$ cat src/rtl/scene_palette_engine.sv
// Palette lookup engine. It has double-buffered colour banks, a bank swap timed
// to the frame boundary, and a brightness fade that steps once per frame.
// Latency is 2 cycles from pix_valid to out_valid. The pipeline is fully
// pipelined and never applies backpressure: it accepts one lookup per cycle.
//
// Ports:
//   clk, rst                  clock and asynchronous active-high reset
//   pix_valid, pix_index      lookup request
//   frame_start               vertical-blank pulse; paces swaps and fade steps
//   wr_en, wr_addr, wr_data   write one entry of the shadow bank ({r,g,b})
//   swap_req                  exchange banks at the next frame_start
//   fade_start, fade_target   begin fading brightness toward fade_target
//   out_valid, red, green, blue, transparent   scaled lookup result
//   swap_pending, fade_busy   status
module scene_palette_engine #(
    parameter int IDX_W     = 4,
    parameter int CH_W      = 4,
    parameter int FADE_W    = 4,
    parameter bit TRANSP_EN = 1'b1
) (
    input  logic                clk,
    input  logic                rst,
    input  logic                pix_valid,
    input  logic [IDX_W-1:0]    pix_index,
    input  logic                frame_start,
    input  logic                wr_en,
    input  logic [IDX_W-1:0]    wr_addr,
    input  logic [3*CH_W-1:0]   wr_data,
    input  logic                swap_req,
    input  logic                fade_start,
    input  logic [FADE_W-1:0]   fade_target,
    output logic                out_valid,
    output logic [CH_W-1:0]     red,
    output logic [CH_W-1:0]     green,
    output logic [CH_W-1:0]     blue,
    output logic                transparent,
    output logic                swap_pending,
    output logic                fade_busy
);

    localparam int DEPTH  = 1 << IDX_W;
    localparam int ENT_W  = 3 * CH_W;
    localparam int PROD_W = CH_W + FADE_W + 1;

    typedef enum logic {IDLE, FADING} fade_state_t;

    logic [ENT_W-1:0]  bank0 [DEPTH];
    logic [ENT_W-1:0]  bank1 [DEPTH];
    logic              active_bank;

    fade_state_t       state;
    logic [FADE_W-1:0] bright;
    logic [FADE_W-1:0] target;
    logic [FADE_W-1:0] bright_step;

    logic              s1_valid;
    logic [ENT_W-1:0]  s1_entry;
    logic              s1_zero;
    logic [FADE_W-1:0] s1_bright;
    logic [ENT_W-1:0]  rd_entry;

    // Grey ramp reset value: every channel of entry i equals i.
    function automatic logic [ENT_W-1:0] grey(input int i);
        logic [CH_W-1:0] c;
        c = CH_W'(i);
        return {c, c, c};
    endfunction

    // Scaled channel: (ch * (b+1)) >> FADE_W. Full brightness passes ch through unchanged.
    function automatic logic [CH_W-1:0] scale(input logic [CH_W-1:0] ch,
                                              input logic [FADE_W-1:0] b);
        logic [FADE_W:0]   mult;
        logic [PROD_W-1:0] prod;
        logic [PROD_W-1:0] shifted;
        mult    = {1'b0, b} + (FADE_W+1)'(1);
        prod    = PROD_W'(ch) * PROD_W'(mult);
        shifted = prod >> FADE_W;
        return shifted[CH_W-1:0];
    endfunction

    // Palette banks. Writes always target the bank that is currently not active.
    // When a write coincides with a swap, it lands in the bank that becomes active.
    always_ff @(posedge clk or posedge rst) begin
        if (rst) begin
            for (int i = 0; i < DEPTH; i++) begin
                bank0[i] <= grey(i);
                bank1[i] <= grey(i);
            end
        end else if (wr_en) begin
            if (active_bank)
                bank0[wr_addr] <= wr_data;
            else
                bank1[wr_addr] <= wr_data;
        end
    end

    // Bank swap control. The swap only ever happens on a frame boundary.
    always_ff @(posedge clk or posedge rst) begin
        if (rst) begin
            active_bank  <= 1'b0;
            swap_pending <= 1'b0;
        end else if (frame_start && (swap_pending || swap_req)) begin
            active_bank  <= ~active_bank;
            swap_pending <= 1'b0;
        end else if (swap_req) begin
            swap_pending <= 1'b1;
        end
    end

    always_comb begin
        bright_step = bright;
        if (bright > target)
            bright_step = bright - FADE_W'(1);
        else if (bright < target)
            bright_step = bright + FADE_W'(1);
    end

    // Fade FSM. A fade_start on a frame boundary only latches the target, so
    // brightness is never changed in the same cycle as a (re)target.
    always_ff @(posedge clk or posedge rst) begin
        if (rst) begin
            state     <= IDLE;
            bright    <= '1;
            target    <= '1;
            fade_busy <= 1'b0;
        end else if (fade_start) begin
            target <= fade_target;
            if (fade_target == bright) begin
                state     <= IDLE;
                fade_busy <= 1'b0;
            end else begin
                state     <= FADING;
                fade_busy <= 1'b1;
            end
        end else if (state == FADING && frame_start) begin
            bright <= bright_step;
            if (bright_step == target) begin
                state     <= IDLE;
                fade_busy <= 1'b0;
            end
        end
    end

    assign rd_entry = active_bank ? bank1[pix_index] : bank0[pix_index];

    // Stage 1 captures the entry, and the brightness in force, when the request arrives.
    always_ff @(posedge clk or posedge rst) begin
        if (rst) begin
            s1_valid  <= 1'b0;
            s1_entry  <= '0;
            s1_zero   <= 1'b0;
            s1_bright <= '0;
        end else begin
            s1_valid  <= pix_valid;
            s1_entry  <= rd_entry;
            s1_zero   <= (pix_index == '0);
            s1_bright <= bright;
        end
    end

    // Stage 2: scale and register the outputs.
    always_ff @(posedge clk or posedge rst) begin
        if (rst) begin
            out_valid   <= 1'b0;
            red         <= '0;
            green       <= '0;
            blue        <= '0;
            transparent <= 1'b0;
        end else begin
            out_valid <= s1_valid;
            if (s1_valid) begin
                red         <= scale(s1_entry[3*CH_W-1:2*CH_W], s1_bright);
                green       <= scale(s1_entry[2*CH_W-1:CH_W], s1_bright);
                blue        <= scale(s1_entry[CH_W-1:0], s1_bright);
                transparent <= TRANSP_EN && s1_zero;
            end
        end
    end

endmodule
$ cat config.mk
export PLATFORM = sky130hd
export DESIGN_NAME = scene_palette_engine
export DESIGN_NICKNAME = d
export VERILOG_FILES = /design/src/rtl/scene_palette_engine.sv
export SDC_FILE = /design/constraint.sdc
export NUM_CORES = 1
export LEC_CHECK = 0
export ABC_AREA = 1
export BUFFER_PORTS_ARGS = -buffer_cell sky130_fd_sc_hd__buf_2
export CAP_MARGIN = 0
export CORE_MARGIN = 5
export CORE_UTILIZATION = 35
export CTS_CLUSTER_DIAMETER = 50
export DETAILED_ROUTE_END_ITERATION = 16
export MAX_ROUTING_LAYER = met4
export PLACE_DENSITY_LB_ADDON = 0.1
export SLEW_MARGIN = 20
export SYNTH_ARGS = -nofsm -noshare
export SYNTH_HDL_FRONTEND = slang
export SYNTH_SLANG_ARGS = --single-unit
export TNS_END_PERCENT = 100
$ cat constraint.sdc
create_clock -name clk -period 37.2 [get_ports clk]
set_input_delay 7.44 -clock clk [delete_from_list [all_inputs] [get_ports clk]]
set_output_delay 7.44 -clock clk [all_outputs]
set_load 0.02 [all_outputs]
==> results.json, run 1 <==
{
  "synthFlopType": "dfrtp_1",
  "ys_seq_area_share_pct": 53.4,
  "fin_ws_ns": 27.42,
  "overflow": 0,
  "synth_area_um2": 20500,
  "peakVddDrop_v": 0.0000411,
  "synth_common_cells": "nand2_1, o21ai_0, nor2_1, dfrtp_1, dfstp_2",
  "viasPerCell": 5.25,
  "cts_sinks": 427,
  "drive_gt1_share_pct": 16.0,
  "worst-path-stages": 9,
  "cts_hold_buf": 0,
  "crit_path_top_delay_cell": "buf_4",
  "finalHoldWorstSlack_ns": 0.466,
  "syn2layout_area_growth_pct": 12.5,
  "critPathKind": "primary input to register",
  "cts_buffer_depth": 3,
  "num_rows": 88,
  "outcome": "completed",
  "reg2reg_depth": 16,
  "whs_path_depth": 2,
  "drv_cap": 0,
  "synth_largest_area_cell": "dfrtp_1",
  "synth_most_common_cell": "nand2_1",
  "track_usage_pct": 21.0,
  "die_area_um2": 63400,
  "synth_nets": 2490,
  "synth_edf_count": 0,
  "die_x_um": 252,
  "required_ns": 37.75,
  "finalSetupViolCount": 0,
  "crit_family": "buffers and inverters",
  "port_buffers": 46,
  "cp_slowest_stage_delay_ns": 0.81,
  "startpoint_type": "primary input",
  "pre_cts_slack_ns": 26.88,
  "yosys_register_bits": 427,
  "dieHeight_um": 252,
  "fmax_mhz": 102,
  "timing_worst_slew_pin_value_ns": 1.06,
  "fillers": 5932,
  "htree_levels": 2,
  "multi_input_area_um2": 8360,
  "maxSlewViolCount": 0,
  "avgSynthCellArea_um2": 8.49,
  "p_leak_nw": 10.0,
  "wl_per_cell_um": 20.7,
  "postCtsSetupBuffers": 0,
  "synth.distinct_cells": 35,
  "synth.top_cell.area_share_pct": 27.8,
  "netlist_instances": 2410,
  "insertion_delay_ns": 0.61,
  "final_nets": 2436,
  "finClkSkew_ns": 0.0151,
  "hold_viol_final": 0,
  "seq_area_um2": 10900,
  "path_clk_slew_ns": 0.06,
  "period_share_pct": 26.3,
  "cts_root_buf": "clkbuf_16",
  "synthArstFlopShare_pct": 100,
  "drt_iter0_drc": 1172,
  "wirelength_um": 65500,
  "hp-class": "register to register",
  "cp_max_fo": 101,
  "crit_path_cell_trace": "buf_6 -> inv_6 -> buf_4 -> o21ai_0 -> o221ai_1 -> o211ai_1 -> nand3_1 -> o21ai_1 -> inv_1",
  "fin_crit_ns": 9.78,
  "drt_pass1_iterations": 7,
  "cts_buffers": 59,
  "endpoint_kind": "register",
  "gp_congestion": 0.837,
  "yosys-top-cells-area": "dfrtp_1, dfstp_2, o21ai_0",
  "initial_core_util_pct": 35.4,
  "grt_pass1_wl_um": 101000,
  "rsz0062_at_grt": "no",
  "cts_tree": "built",
  "power_density_nw_per_um2": 83.2,
  "max-slew-margin-rel_pct": 29.0,
  "ys_warn_count": 0,
  "drcViolationCount": 0,
  "diodes": 0,
  "setup_tns_ns": 0,
  "grt_start_max_net_pins": 152,
  "cts_resized": 0,
  "ioPinCount": 47,
  "grt_antenna_before_repair": 1,
  "vias": 16650,
  "core_area_um2": 57800,
  "critical_path_arrival_ns": 10.33,
  "ant_nets": 0,
  "dpl.hpwl_um": 38800,
  "grt_pass1_vias": 16414,
  "cp_num_buf_inv": 4
}
## report_power, final
part | leakage (nW) | switching, mW | internal (mW)
Clock | 0.943 | 0.224 | 0.337
Sequential | 5.01 | 0.124 | 0.724
Combinational | 4.07 | 0.309 | 0.198
## routing by layer
layer | vias up | routed length (um) | GRT usage [%]
met5 | - | 0 | -
met1 | 8142 | 28800 | 26.7
met4 | 0 | 3310 | 9.37
li1 | 7995 | - | -
met2 | 385 | 30100 | 33.2
met3 | 128 | 3310 | 3.67
## logic make-up after synthesis
kind of cell	synth area share [%]
AO/OA/AOI/OAI	19.3
XOR/XNOR	0.599
adder cells (fa/ha/maj)	3.55
buffers and inverters	5.75
flip-flops	53.4
AND/OR/NAND/NOR	17.3
## area by class of cell
class / instances / share of cell area (%)
clock buffer: 79 / 7.05
multi-input combinational: 1699 / 36.3
sequential: 427 / 47.5
tap: 765 / 4.16
timing repair buffer: 69 / 1.84
clock inverter: 31 / 1.41
inverter: 100 / 1.69
## flip-flops by register name, summed over array words and instances, names as in the netlist, 4 cells and up
register,count
bank0,192
bank1,192
blue,4
bright,4
green,4
red,4
s1_bright,4
s1_entry,12
target,4
## worst register-to-register path: stages (launching register included)
cell	delay, ns
dfrtp_1	0.49
ha_1	0.27
nand2_1	0.10
inv_1	0.04
nor2_1	0.40
inv_1	0.27
nor2_1	0.20
fa_1	0.43
inv_1	0.08
fa_1	0.41
inv_1	0.07
ha_1	0.27
a21oi_1	0.16
o221ai_1	0.17
or2_2	0.30
nand3_1	0.07
nand2_1	0.05
## placed cells by master (no fill, tap or decap), types with 3 or more instances in the layout
cell,Yosys,final
or2_2,4,4
clkinv_4,0,5
nor2_1,246,244
a21o_1,5,5
inv_6,0,11
nand2_1,562,561
a21oi_1,10,10
o221ai_1,43,43
fa_1,15,15
o22ai_1,56,56
clkbuf_8,0,7
nand4_1,18,18
clkbuf_16,0,59
clkinv_2,0,7
inv_1,94,91
dfstp_2,200,200
buf_4,8,23
dfrtp_1,227,227
ha_1,34,34
nand3_1,64,64
o21ai_1,125,125
inv_2,6,7
a31oi_1,6,6
o21ai_0,476,476
buf_2,36,44
clkbuf_1,129,13
o211ai_1,8,8
xnor2_1,3,3
nor2_2,3,3
xor2_1,11,11
bufinv_16,0,4
clkinvlp_4,0,5
## worst paths after layout
| kind | startpoint | endpoint | slack, ns |
|---|---|---|---|
| hold reg to reg | s1_zero | transparent | 0.47 |
| min in group asynchronous | rst | red[2] | 6.98 |
| hold / removal | s1_zero | transparent | 0.47 |
| setup reg to reg | s1_bright[0] | green[3] | 33.31 |
| max in group asynchronous | rst | bank1[162] | 28.01 |
| setup / recovery | pix_index[0] | s1_entry[10] | 27.42 |
## stage by stage
step | power (mW) | util, % | cell area, um2 | instances
floorplan | 1.20 | - | 20500 | 2410
global placement | 1.35 | 36.4 | 21100 | 3060
detailed placement | 1.36 | 36.4 | 21100 | 3060
CTS | 1.93 | 39.8 | 23000 | 3170
global route | 2.06 | 39.8 | 23000 | 3170
finish | 1.91 | 39.8 | 23000 | 3170
(Power assumes the default switching activity.)
==> run 2, diff against run 1 <==
==> constraint.sdc (replaced) <==
create_clock -name clk -period 8.8 [get_ports clk]
set_input_delay 1.76 -clock clk [delete_from_list [all_inputs] [get_ports clk]]
set_output_delay 1.76 -clock clk [all_outputs]
set_load 0.02 [all_outputs]
==> run 2 against run 1 <==
  * Design area increased by 0.91%
  * Sequential cell count unchanged
  * Clock power increased to 4.5 times the previous value
  * Critical path depth increased by 7
  * Via count unchanged
  * Wire length decreased by 3.4%
==> results.json, run 2 (same netlist as run 1, synthesis figures left out) <==
{
  "core_area_um2": 57800,
  "cts_buffer_depth": 3,
  "insertion_delay_ns": 0.62,
  "grt_pass1_wl_um": 98900,
  "cts_sinks": 427,
  "period_share_pct": 45.5,
  "ioPinCount": 47,
  "gp_congestion": 0.814,
  "peakVddDrop_v": 0.000184,
  "final_nets": 2440,
  "viasPerCell": 5.24,
  "critical_path_arrival_ns": 4.51,
  "fmax_mhz": 250,
  "cp_max_fo": 8,
  "outcome": "completed",
  "startpoint_type": "register",
  "finalSetupViolCount": 0,
  "critPathKind": "register to register",
  "timing_worst_slew_pin_value_ns": 1.09,
  "crit_path_top_delay_cell": "dfrtp_1",
  "ant_nets": 0,
  "grt_start_max_net_pins": 144,
  "cts_hold_buf": 0,
  "drt_pass1_iterations": 5,
  "cts_tree": "built",
  "maxSlewViolCount": 0,
  "setup_tns_ns": 0,
  "finClkSkew_ns": 0.0212,
  "die_area_um2": 63400,
  "drcViolationCount": 0,
  "drv_cap": 0,
  "final_core_util_pct": 40.2,
  "cts_resized": 0,
  "grt_pass1_vias": 16493,
  "track_usage_pct": 20.3,
  "dpl.hpwl_um": 37300,
  "path_clk_slew_ns": 0.06,
  "num_rows": 88,
  "cp_num_buf_inv": 4,
  "rsz0062_at_grt": "no",
  "cts_buffers": 59,
  "reg_top3": "bank0 (192), bank1 (192), s1_entry (12)",
  "required_ns": 9.30,
  "p_leak_nw": 10.1,
  "max-slew-margin-rel_pct": 26.9,
  "drive_gt1_share_pct": 16.2,
  "overflow": 0,
  "diodes": 0,
  "port_buffers": 46,
  "postCtsSetupBuffers": 0,
  "initial_core_util_pct": 35.4,
  "hp-class": "register to register",
  "power_density_nw_per_um2": 354,
  "dieHeight_um": 252,
  "final_common_cell": "nand2_1",
  "cp_slowest_stage_delay_ns": 0.51,
  "wl_per_cell_um": 19.9,
  "fin_crit_ns": 4.01,
  "cts_root_buf": "clkbuf_16",
  "layout_common_cells": "nand2_1, o21ai_0, nor2_1",
  "crit_top_cell": "inv_1",
  "syn2layout_area_growth_pct": 13.5,
  "htree_levels": 2,
  "die_x_um": 252,
  "vias": 16650,
  "drt_iter0_drc": 1204,
  "wirelength_um": 63300,
  "hold_viol_final": 0,
  "crit_family": "adder cells",
  "grt_antenna_before_repair": 0,
  "crit_path_cell_trace": "ha_1 -> nand2_1 -> inv_1 -> nor2_1 -> inv_1 -> nor2_1 -> fa_1 -> inv_1 -> fa_1 -> inv_1 -> ha_1 -> a21oi_1 -> o221ai_1 -> or2_2 -> nand3_1 -> nand2_1",
  "endpoint_kind": "register"
}
==> run 2: cell type report <==
cell class              instances  area [um2]
well taps                     765         957
clock buffers                  85        1740
fillers                      5866       34600
repair buffers                 73         467
inverters                     100         384
clock inverters                27         394
flip-flops and latches        427       10900
multi-input cells            1699        8350
==> run 2: metal layers <==
metal	GRT usage (%)	routed length (um)	vias to the layer above
met5	-	0	-
met4	6.00	1800	0
met3	3.25	2800	98
met2	32.5	29600	331
met1	27.0	29100	8224
li1	-	-	7997
==> run 2: final timing paths <==
| kind | startpoint | to | slack (ns) | cells past startpoint |
|---|---|---|---|---|
| hold reg to reg | s1_zero | transparent | 0.46 | 2 |
| setup reg to reg | s1_bright[0] | green[3] | 4.79 | 16 |
| max in group asynchronous | rst | bank0[60] | 6.05 | 4 |
| hold / removal | s1_zero | transparent | 0.46 | 2 |
| setup / recovery | s1_bright[0] | green[3] | 4.79 | 16 |
| min in group asynchronous | rst | red[3] | 1.30 | 3 |
==> run 2: power by group <==
part	internal [mW]	switching, mW
combinational	0.837	1.30
sequential	3.06	0.489
clock	1.61	0.938
==> run 2: per-stage QoR <==
stage                     area [um2]  cells  setup slack (ns)  hold WS (ns)  total power, mW
final                          23200   3176              4.79         0.457             8.23
after global routing           23200   3176              4.46         0.479             8.86
after CTS                      23200   3176              4.76         0.459             8.32
after detailed placement       21100   3064              4.25         0.444             5.72
after global placement         21100   3064              4.28         0.441             5.67
after floorplan                20500   2410              1.44         0.370             5.09
==> run 2: tightest hold or removal path, cell delays in order, from the launching register on <==
cell and delay [ns]:
dfrtp_1 0.32, nand2_1 0.05, nand2_1 0.06
